**src/rtl/fp16_accumulator_if.sv**
```systemverilog
// fp16_accumulator_if
//   Handshake bundle between the FP16 product stream, the accumulator and
//   the result consumer.
//   Product side : in_valid, in_data[15:0], in_last, in_ready
//   Result side  : out_valid, out_data[15:0], out_count[CNT_W-1:0], out_ready
//   slave modport  : accumulator view
//   master modport : producer/consumer view (testbench or upstream logic)
interface fp16_accumulator_if #(
  parameter int CNT_W = 8
);
  logic             in_valid;
  logic [15:0]      in_data;
  logic             in_last;
  logic             in_ready;
  logic             out_valid;
  logic [15:0]      out_data;
  logic [CNT_W-1:0] out_count;
  logic             out_ready;

  modport slave (
    input  in_valid, in_data, in_last, out_ready,
    output in_ready, out_valid, out_data, out_count
  );

  modport master (
    output in_valid, in_data, in_last, out_ready,
    input  in_ready, out_valid, out_data, out_count
  );
endinterface

```
**src/rtl/fp16_accumulator.sv**
```systemverilog
// fp16_accumulator
//   Sequential FP16 (1-5-10, bias 15) running-sum accumulator. Each accepted
//   product is added into acc over ALIGN/ADD/NORM (truncating, denormals
//   flushed, no inf/NaN). After the beat flagged in_last the sum and beat
//   count are held on the output handshake, then cleared once consumed.
//   Ports:
//     clk  - rising-edge clock
//     rst  - synchronous active-high reset
//     bus  - fp16_accumulator_if.slave (product in, result out)
//   Build option:
//     FP16_ACC_SAT_EN - when defined, exponent overflow saturates to
//                       +/-65504; otherwise the exponent wraps (low 5 bits).
//
//   state | meaning
//   ------+-------------------------------------------------
//   IDLE  | waiting for a product (in_ready high)
//   ALIGN | zero test, pick larger operand, shift smaller
//   ADD   | 12-bit mantissa add/subtract
//   NORM  | normalise, write acc
//   DONE  | result held on out_valid until out_ready
module fp16_accumulator #(
  parameter int CNT_W = 8
) (
  input  logic                 clk,
  input  logic                 rst,
  fp16_accumulator_if.slave    bus
);

  typedef enum logic [2:0] {IDLE, ALIGN, ADD, NORM, DONE} stateT;

  stateT            state, stateNext;
  logic [15:0]      acc;
  logic [CNT_W-1:0] count;
  logic [15:0]      xReg;
  logic             lastReg;

  // ALIGN -> ADD/NORM pipeline registers
  logic             bypass;
  logic [15:0]      bypassVal;
  logic             signL;
  logic [4:0]       expL;
  logic [10:0]      mantL;
  logic [10:0]      mantS;
  logic             subtract;
  logic [11:0]      sumReg;

  // ALIGN combinational terms
  logic        xZero, accZero, accIsL;
  logic [15:0] lOp, sOp;
  logic [4:0]  shiftD;
  logic [10:0] alignedS;

  always_comb begin
    xZero    = (xReg[14:10] == 5'd0);
    accZero  = (acc[14:10] == 5'd0);
    // Tie on magnitude keeps acc as the larger operand.
    accIsL   = (acc[14:0] >= xReg[14:0]);
    lOp      = accIsL ? acc : xReg;
    sOp      = accIsL ? xReg : acc;
    shiftD   = lOp[14:10] - sOp[14:10];
    alignedS = (shiftD >= 5'd11) ? 11'd0 : ({1'b1, sOp[9:0]} >> shiftD);
  end

  // NORM combinational terms
  logic [3:0]         lz;
  logic [10:0]        shifted;
  logic [9:0]         mantN;
  logic signed [6:0]  expCalc;
  logic [15:0]        normResult;

  always_comb begin
    lz = 4'd0;
    // Highest set bit wins, so the last hit gives the leading-zero count.
    for (int i = 0; i <= 10; i++) begin
      if (sumReg[i]) lz = 4'(10 - i);
    end
    shifted = sumReg[10:0] << lz;
    if (sumReg[11]) begin
      mantN   = sumReg[10:1];
      expCalc = $signed({2'b00, expL}) + 7'sd1;
    end else begin
      mantN   = shifted[9:0];
      expCalc = $signed({2'b00, expL}) - $signed({3'b000, lz});
    end

    if (bypass) begin
      normResult = bypassVal;
    end else if (sumReg == 12'd0 || expCalc <= 7'sd0) begin
      normResult = 16'h0000;
    end else if (expCalc >= 7'sd31) begin
`ifdef FP16_ACC_SAT_EN
      normResult = {signL, 5'h1E, 10'h3FF};
`else
      normResult = {signL, expCalc[4:0], mantN};
`endif
    end else begin
      normResult = {signL, expCalc[4:0], mantN};
    end
  end

  // FSM: state register
  always_ff @(posedge clk) begin
    if (rst) state <= IDLE;
    else     state <= stateNext;
  end

  // FSM: next state and handshake outputs
  always_comb begin
    stateNext     = state;
    bus.in_ready  = 1'b0;
    bus.out_valid = 1'b0;
    case (state)
      IDLE: begin
        bus.in_ready = 1'b1;
        if (bus.in_valid) stateNext = ALIGN;
      end
      ALIGN: stateNext = ADD;
      ADD:   stateNext = NORM;
      NORM:  stateNext = lastReg ? DONE : IDLE;
      DONE: begin
        bus.out_valid = 1'b1;
        if (bus.out_ready) stateNext = IDLE;
      end
      default: stateNext = IDLE;
    endcase
  end

  assign bus.out_data  = acc;
  assign bus.out_count = count;

  // Datapath
  always_ff @(posedge clk) begin
    if (rst) begin
      acc       <= 16'h0000;
      count     <= '0;
      xReg      <= 16'h0000;
      lastReg   <= 1'b0;
      bypass    <= 1'b0;
      bypassVal <= 16'h0000;
      signL     <= 1'b0;
      expL      <= 5'd0;
      mantL     <= 11'd0;
      mantS     <= 11'd0;
      subtract  <= 1'b0;
      sumReg    <= 12'd0;
    end else begin
      case (state)
        IDLE: begin
          if (bus.in_valid) begin
            xReg    <= bus.in_data;
            lastReg <= bus.in_last;
            if (~&count) count <= count + 1'b1;
          end
        end
        ALIGN: begin
          bypass    <= xZero | accZero;
          bypassVal <= xZero ? acc : xReg;
          signL     <= lOp[15];
          expL      <= lOp[14:10];
          mantL     <= {1'b1, lOp[9:0]};
          mantS     <= alignedS;
          subtract  <= lOp[15] ^ sOp[15];
        end
        ADD: begin
          sumReg <= subtract ? ({1'b0, mantL} - {1'b0, mantS})
                             : ({1'b0, mantL} + {1'b0, mantS});
        end
        NORM: acc <= normResult;
        DONE: begin
          if (bus.out_ready) begin
            acc   <= 16'h0000;
            count <= '0;
          end
        end
        default: ;
      endcase
    end
  end

endmodule

```
**src/flat_wrapper.sv**
```systemverilog
// flat-port wrapper written by rule: the top's interface ports become plain ports
module fp16_accumulator_flat 
#(
  parameter int CNT_W = 8
)
  (clk, rst, bus_in_valid, bus_in_data, bus_in_last, bus_out_ready, bus_in_ready, bus_out_valid, bus_out_data, bus_out_count);
  fp16_accumulator_if #(.CNT_W(CNT_W)) bus_i ();
  input  logic clk;
  input  logic rst;
  input wire logic [$bits(bus_i.in_valid)-1:0] bus_in_valid;
  input wire logic [$bits(bus_i.in_data)-1:0] bus_in_data;
  input wire logic [$bits(bus_i.in_last)-1:0] bus_in_last;
  input wire logic [$bits(bus_i.out_ready)-1:0] bus_out_ready;
  output wire logic [$bits(bus_i.in_ready)-1:0] bus_in_ready;
  output wire logic [$bits(bus_i.out_valid)-1:0] bus_out_valid;
  output wire logic [$bits(bus_i.out_data)-1:0] bus_out_data;
  output wire logic [$bits(bus_i.out_count)-1:0] bus_out_count;
  assign bus_i.in_valid = bus_in_valid;
  assign bus_i.in_data = bus_in_data;
  assign bus_i.in_last = bus_in_last;
  assign bus_i.out_ready = bus_out_ready;
  assign bus_in_ready = bus_i.in_ready;
  assign bus_out_valid = bus_i.out_valid;
  assign bus_out_data = bus_i.out_data;
  assign bus_out_count = bus_i.out_count;
  fp16_accumulator #(.CNT_W(CNT_W)) u_core (.clk(clk), .rst(rst), .bus(bus_i));
endmodule
```
**config.mk**
```make
export PLATFORM = sky130hd
export DESIGN_NAME = fp16_accumulator_flat
export DESIGN_NICKNAME = d
export VERILOG_FILES = /design/src/rtl/fp16_accumulator_if.sv /design/src/rtl/fp16_accumulator.sv /design/src/flat_wrapper.sv
export SDC_FILE = /design/constraint.sdc
export NUM_CORES = 1
export LEC_CHECK = 0
export ABC_AREA = 0
export ABC_CLOCK_PERIOD_IN_PS = 6300
export BUFFER_PORTS_ARGS = -buffer_cell sky130_fd_sc_hd__buf_2
export CAP_MARGIN = 20
export CELL_PAD_IN_SITES_DETAIL_PLACEMENT = 1
export CELL_PAD_IN_SITES_GLOBAL_PLACEMENT = 2
export CORE_UTILIZATION = 25
export CTS_CLUSTER_DIAMETER = 30
export DETAILED_ROUTE_END_ITERATION = 7
export MAX_ROUTING_LAYER = met4
export PLACE_DENSITY_LB_ADDON = 0.05
export SLEW_MARGIN = 40
export SYNTH_ARGS = -nofsm -noshare
export SYNTH_HDL_FRONTEND = slang
export SYNTH_SLANG_ARGS = --single-unit
```
**constraint.sdc**
```tcl
create_clock -name clk -period 6.3 [get_ports clk]
set_input_delay 1.26 -clock clk [delete_from_list [all_inputs] [get_ports clk]]
set_output_delay 1.26 -clock clk [all_outputs]
set_load 0.005 [all_outputs]
```
==> qor.csv, run 1 <==
stage,metric,value,unit
job,max cap viols,0,
setup_path,CP Class,reg -> reg,
floorplanning,Initial Util,0.255,
yosys,Post-Syn Nets,868,
routing,Routed WL,23.4,mm
routing,vias post-DR,6012,
power_and_ir_drop,NetSw,978,uW
global_routing,largest net degree at the start of global routing,74,
setup_path,flop2flop setup slack,1.81,ns
yosys,Mapped Cells,811,
sta,clock skew,0.0210,ns
place,routability cong.,0.791,
cts,CTS buffer count,9,
setup_path,Setup crit end kind,register,
layout,FILL cells,3146,
sta,period utilization,0.713,
cts,post-CTS resize count,0,
power_and_ir_drop,Sw Ratio,0.415,
cts,hold buffer count at cts,0,
sta,Fin. Hold Viols,0,
floorplanning,Die H,165,um
layout,P&R area growth vs syn,11.7,%
cts,CTS root buf,clkbuf_16,
power_and_ir_drop,Pleak,0.00284,uW
power_and_ir_drop,Clock power frac,0.245,
layout,fin area,0.00744,mm2
setup_path,crit path DAT,4.73,ns
floorplanning,I/O pin count,47,
cts,Max Root-Sink Buffers,2,
sta,Final setup viols,0,
power_and_ir_drop,Max rail drop VDD,110,uV
floorplanning,Rows,59,
worst_hold_path,Hold Path End,u_core.lastReg,
floorplanning,Chip Width,165,um
cts,CTS tree,yes,
place,pre-CTS WS,1.79,ns
layout,most frequent cells in the layout,"101 x dfxtp_1, 93 x nand2_1, 89 x nor2_1",
layout,Antenna diodes,0,
place,Detail Placement HPWL,17.8,mm
power_and_ir_drop,power share of the sequential group,0.333,
cts,CTS H-tree lvls,3,
worst_hold_path,Tightest Hold Check Type,reg -> reg,
routing,drt drc,2,
floorplanning,core box area,0.0261,mm2
global_routing,GR Util met1,0.222,
setup_path,slowest stage cell on the critical path,mux4_2,
cts,setup bufs post-CTS,0,
routing,Pre-Repair DR Iteration Count,6,
cts,clk sinks,102,
sta,RSZ-0062 raised after global routing,no,
routing,drt wl/cell,20.1,um
setup_path,Critical Path RT,6.54,ns
routing,post-route ant nets,0,
setup_path,Worst path most repeated cell,nand2_1,
sta,Fin Hold WS,0.469,ns
setup_path,Reg-to-Reg Start,u_core.xReg[10],
power_and_ir_drop,P per Cell Area,317,mW/mm2
yosys,Netlist cell types,75,
global_routing,first-pass GRT wire length,36.6,mm
layout,most common library cell in the layout ignoring fill and taps,dfxtp_1,
setup_path,R2R cell count,14,
global_routing,aggregate global routing overflow,0,
global_routing,GRT Max-Usage Layer,met2,
sta,Max Freq,0.223,GHz
yosys,part of the Yosys area used for sequential elements,0.307,
sta,Setup TNS,0,ns
routing,via/cell ratio,5.17,
yosys,register bit count reported by yosys,102,
power_and_ir_drop,Comb pwr share,0.422,
sta,worst setup slack after layout,1.81,ns
yosys,number of synthesized flops with an enable pin,0,
routing,drt initial violations,268,
floorplanning,DIE AREA,0.0273,mm2
setup_path,"Cell Chain, Critical Path",inv_1 > ha_1 > nand2_1 > nor2_1 > nand2_1 > o21ai_4 > buf_4 > mux2i_4 > ha_1 > mux4_2 > mux2_2 > nand2_1 > o21ai_0 > a221o_1,
yosys,Synth Flop Type,dfxtp_1,
sta,clock period minus worst slack,4.49,ns
yosys,Synth Warn #,0,
global_routing,routing usage on met2,0.315,
cts,clk slew on worst S/H paths,0.09,ns
global_routing,initial antenna violation count,0,
sta,Max Slew Vio Count,0,
setup_path,CP Launch Type,register,
setup_path,CP max stage delay,0.60,ns
global_routing,vias in the first global route,6341,
global_routing,met3 GRT Util,0.0300,
yosys,syn avg cell area,8.21,um2
yosys,Netlist Area Pre-Place,0.00666,mm2
cts,Worst-Skew Late Latency,0.37,ns
layout,utilization after layout,0.285,
setup_path,Worst Setup SP,u_core.xReg[10],
layout,nets,879,
place,Port-buffer cells,46,
yosys,fraction of registers with async set/reset,0,
status,status,finished with violations,
layout,share of layout cells above drive strength 1,0.133,
setup_path,reg2reg end,u_core.mantS[1],
global_routing,gr usage total,0.184,
worst_hold_path,hold wc startpoint,u_core.lastReg,
sta,Max transition margin,0.475,
power_and_ir_drop,P_int,1380,uW
setup_path,Crit Path Max Fanout,46,
place,Post-DP Area,0.00713,mm2
sta,Worst Tran Pin Value,0.787,ns
status,failing checks,design-rule violations,
worst_hold_path,Hold Path Cell Cnt,2,
Yosys cell counts, types with 8 or more instances:
cell type	n	area (um2)
dfxtp_1	102	2040
nand2_1	93	349
nor2_1	89	334
a21oi_1	88	440
a211oi_1	38	285
inv_1	38	143
ha_1	34	425
clkbuf_1	33	124
o21ai_0	28	140
mux2i_1	27	270
xnor2_1	22	193
nor3_1	19	95.1
nand3_1	17	85.1
a22oi_1	12	90.1
mux4_2	9	203
nor2b_1	8	50.1
o31ai_1	8	60.1
logic make-up (layout without fill, tap and decap cells):
kind of cell	count (synthesis)	in the layout	synth area share
AND/OR/NAND/NOR	273	273	0.187
AO/OA/AOI/OAI	232	232	0.236
flip-flops	102	102	0.307
buffers and inverters	91	107	0.0571
multiplexers	49	49	0.106
adder cells (fa/ha/maj)	36	36	0.0699
XOR/XNOR	28	28	0.0368
power groups by stage:
stage	clock network, uW	registers, uW	logic [uW]
floorplan	0	746	785
global placement	0	799	993
detailed placement	0	800	998
CTS	603	786	1010
global route	626	795	1100
finish	577	785	994
per-layer routing:
metal	routed length [um]	up-vias
met5	0	-
met4	440	0
met3	664	28
met2	11500	99
met1	10800	2948
li1	-	2937
sequential cells by signal, indices dropped and copies added, names as in the netlist:
| name | flops |
|---|---|
| u_core.bus.out_data | 16 |
| u_core.bypassVal | 16 |
| u_core.xReg | 16 |
| u_core.sumReg | 12 |
| u_core.mantL | 11 |
| u_core.mantS | 11 |
| u_core.bus.out_count | 8 |
| u_core.expL | 5 |
| u_core.state | 3 |
| u_core.bypass | 1 |
| u_core.lastReg | 1 |
| u_core.signL | 1 |
| u_core.subtract | 1 |
stage by stage:
step / total power [uW] / cells
floorplan: 1530 / 811
global placement: 1790 / 1146
detailed placement: 1800 / 1146
CTS: 2390 / 1162
global route: 2520 / 1162
finish: 2360 / 1162
worst max-delay path, delay by kind of cell (launching register included):
kind	cells	cell delay, ns
compound gates	3	0.52
flops	1	0.38
simple gates	4	0.53
buf+inv	2	0.60
fa+ha+maj	2	1.07
mux	3	1.27
cell type report:
| cell class | count | area (um2) | share of cell area |
|---|---|---|---|
| clock inverter | 7 | 75.1 | 0.0101 |
| timing repair buffer | 50 | 264 | 0.0355 |
| clock buffer | 9 | 225 | 0.0303 |
| tap | 335 | 419 | 0.0563 |
| sequential | 102 | 2040 | 0.275 |
| multi-input combinational | 618 | 4260 | 0.572 |
| inverter | 41 | 154 | 0.0207 |
how the worst max path moves through the flow:
stage                                   to
finish                     u_core.mantS[1]
global placement           u_core.mantS[1]
global route               u_core.mantS[1]
CTS                        u_core.mantS[1]
floorplan           u_core.bus.out_data[0]
detailed placement         u_core.mantS[1]
No activity file was read; power rests on OpenSTA's default activity.
==> run 2: changes to the inputs <==
- ABC_CLOCK_PERIOD_IN_PS: 6300 -> 4400
- clock period: 6.3 -> 4.4 ns (I/O delays scaled with it)
==> run 2 against run 1 <==
  * The run still ends with design-rule violations left
  * Cell area grew 2.4%
  * Non-clock buffer count grew 24
  * Clock skew shrank 0.0059 ns
  * Critical path depth grew 1
  * Via count grew 1.5%
  * Fmax grew 11%
  * Die area is the same
  * Combinational power grew 51%
  * Setup slack lost 1.5 ns
  * Routed wire length grew 2.9%
  * Power grew 46%
  * First-iteration DRC count grew 34%
  * Critical endpoint is now u_core.bus.out_data[14]
==> qor.csv, run 2 (same netlist as run 1, synthesis figures left out) <==
stage,metric,value,unit
global_routing,aggregate global routing overflow,0,
setup_path,"Cell Chain, Critical Path",nor2_1 > a211oi_1 > or3_1 > a211oi_2 > inv_2 > fa_1 > a21o_1 > a211oi_1 > a21oi_1 > xnor2_1 > o41ai_1 > a221oi_4 > buf_4 > a22oi_1 > o21ai_0,
setup_path,CP Class,reg -> reg,
cts,Worst-Skew Late Latency,0.36,ns
sta,Worst Tran Pin Value,0.758,ns
sta,clock skew,0.0151,ns
routing,drt initial violations,359,
setup_path,crit path DAT,4.31,ns
global_routing,gr usage total,0.191,
setup_path,CP max stage delay,0.66,ns
global_routing,vias in the first global route,6275,
routing,drt drc,2,
sta,Fin. Hold Viols,0,
routing,drt wl/cell,20.3,um
place,routability cong.,0.826,
cts,post-CTS resize count,0,
cts,CTS H-tree lvls,3,
cts,Max Root-Sink Buffers,2,
global_routing,initial antenna violation count,0,
sta,worst setup slack after layout,0.346,ns
setup_path,Critical Path RT,4.65,ns
floorplanning,Rows,59,
cts,clk slew on worst S/H paths,0.09,ns
cts,clk sinks,102,
place,pre-CTS WS,0.301,ns
layout,share of layout cells above drive strength 1,0.156,
sta,Max transition margin,0.494,
layout,P&R area growth vs syn,14.4,%
sta,Setup TNS,0,ns
cts,CTS tree,yes,
routing,post-route ant nets,0,
job,max cap viols,0,
setup_path,slowest stage cell on the critical path,o41ai_1,
routing,via/cell ratio,5.15,
layout,nets,903,
sta,period utilization,0.921,
layout,most common library cell in the layout ignoring fill and taps,dfxtp_1,
floorplanning,DIE AREA,0.0273,mm2
floorplanning,Chip Width,165,um
setup_path,R2R cell count,15,
layout,FILL cells,3137,
worst_hold_path,Tightest Hold Check Type,reg -> reg,
power_and_ir_drop,Pleak,0.00297,uW
global_routing,first-pass GRT wire length,38.0,mm
setup_path,sum of buffers and inverters on the critical path,2,
setup_path,flop2flop setup slack,0.35,ns
routing,Pre-Repair DR Iteration Count,6,
setup_path,Worst Setup SP,u_core.sumReg[1],
setup_path,WP depth,15,
setup_path,Worst path most repeated cell,a211oi_1,
setup_path,reg2reg end,u_core.bus.out_data[14],
status,failing checks,design-rule violations,
sta,Final setup viols,0,
global_routing,largest net degree at the start of global routing,54,
floorplanning,core box area,0.0261,mm2
power_and_ir_drop,P per Cell Area,451,mW/mm2
setup_path,Setup crit end kind,register,
setup_path,CP Launch Type,register,
floorplanning,I/O pin count,47,
sta,RSZ-0062 raised after global routing,no,
routing,vias post-DR,6105,
place,Detail Placement HPWL,18.9,mm
layout,most frequent cells in the layout,"102 x dfxtp_1, 93 x nand2_1, 89 x nor2_1",
setup_path,Reg-to-Reg Start,u_core.sumReg[1],
sta,Max Freq,0.247,GHz
setup_path,Worst Setup EP,u_core.bus.out_data[14],
routing,Routed WL,24.0,mm
power_and_ir_drop,total power draw,3430,uW
cts,CTS root buf,clkbuf_16,
floorplanning,Die H,165,um
layout,Antenna diodes,0,
setup_path,"delay-heaviest family, CP",compound AO/OA/AOI/OAI gates,
place,Port-buffer cells,46,
sta,Max Slew Vio Count,0,
power_and_ir_drop,Max rail drop VDD,201,uV
floorplanning,Initial Util,0.255,
status,status,finished with violations,
setup_path,Crit Path Max Fanout,12,
sta,clock period minus worst slack,4.05,ns
cts,CTS buffer count,9,
run 2: cell types whose count changed in the layout (fill, tap and decap cells not counted):
| cell | delta |
|---|---|
| clkinvlp_4 | -1 |
| nor3b_2 | -1 |
| nor3b_4 | +1 |
| dfxtp_2 | -1 |
| buf_4 | +25 |
| o211ai_2 | +1 |
| clkinv_4 | +2 |
| dfxtp_1 | +1 |
| o211ai_4 | -1 |
| inv_8 | -2 |
| clkinv_8 | +1 |
| buf_6 | -1 |
run 2: metal layers:
layer / routed length, um / vias to the layer above / GRT usage
met3: 418 / 20 / 0.0217
li1: - / 2985 / -
met2: 12100 / 73 / 0.324
met5: 0 / - / -
met4: 479 / 0 / 0.0517
met1: 11000 / 3027 / 0.239
run 2: worst min-delay path by stage:
stage                              start              to  slack (ns)  cells past startpoint
final                     u_core.lastReg  u_core.lastReg        0.47                      2
after global routing      u_core.lastReg  u_core.lastReg        0.49                      2
after CTS                 u_core.lastReg  u_core.lastReg        0.47                      2
after detailed placement  u_core.lastReg  u_core.lastReg        0.46                      2
after floorplan           u_core.lastReg  u_core.lastReg        0.44                      2
after global placement    u_core.lastReg  u_core.lastReg        0.45                      2
run 2: cell type report:
type | count | area [um2] | area share
tap | 335 | 419 | 0.0550
sequential | 102 | 2040 | 0.268
inverter | 41 | 154 | 0.0202
clock inverter | 7 | 78.8 | 0.0103
clock buffer | 9 | 225 | 0.0296
timing repair buffer | 74 | 440 | 0.0578
multi-input combinational | 618 | 4260 | 0.559
run 2: repair_timing:
item	in CTS	in global routing
hold endpoints to repair	0	0
hold buffers	0	0
setup endpoints to repair	0	3
buffers inserted	0	1
run 2: tightest hold or removal path, cell delays in order (launching register included):
cell and delay, ns:
dfxtp_1 0.32, nand2_1 0.05, a21oi_1 0.06
run 2: metrics by stage:
step | std cells | hold WS, ns | cell area (um2) | utilization
after floorplan | 811 | 0.436 | 6660 | -
after global placement | 1169 | 0.447 | 7300 | 0.279
after detailed placement | 1169 | 0.457 | 7300 | 0.280
after CTS | 1185 | 0.471 | 7610 | 0.291
after global routing | 1186 | 0.492 | 7620 | 0.291
final | 1186 | 0.469 | 7620 | 0.291
run 2: where the power goes:
part	internal (uW)	switching (uW)	leakage, uW
combinational	613	884	0.00199
clock	404	430	0.000148
sequential	996	105	0.000831
total	2010	1420	0.00297
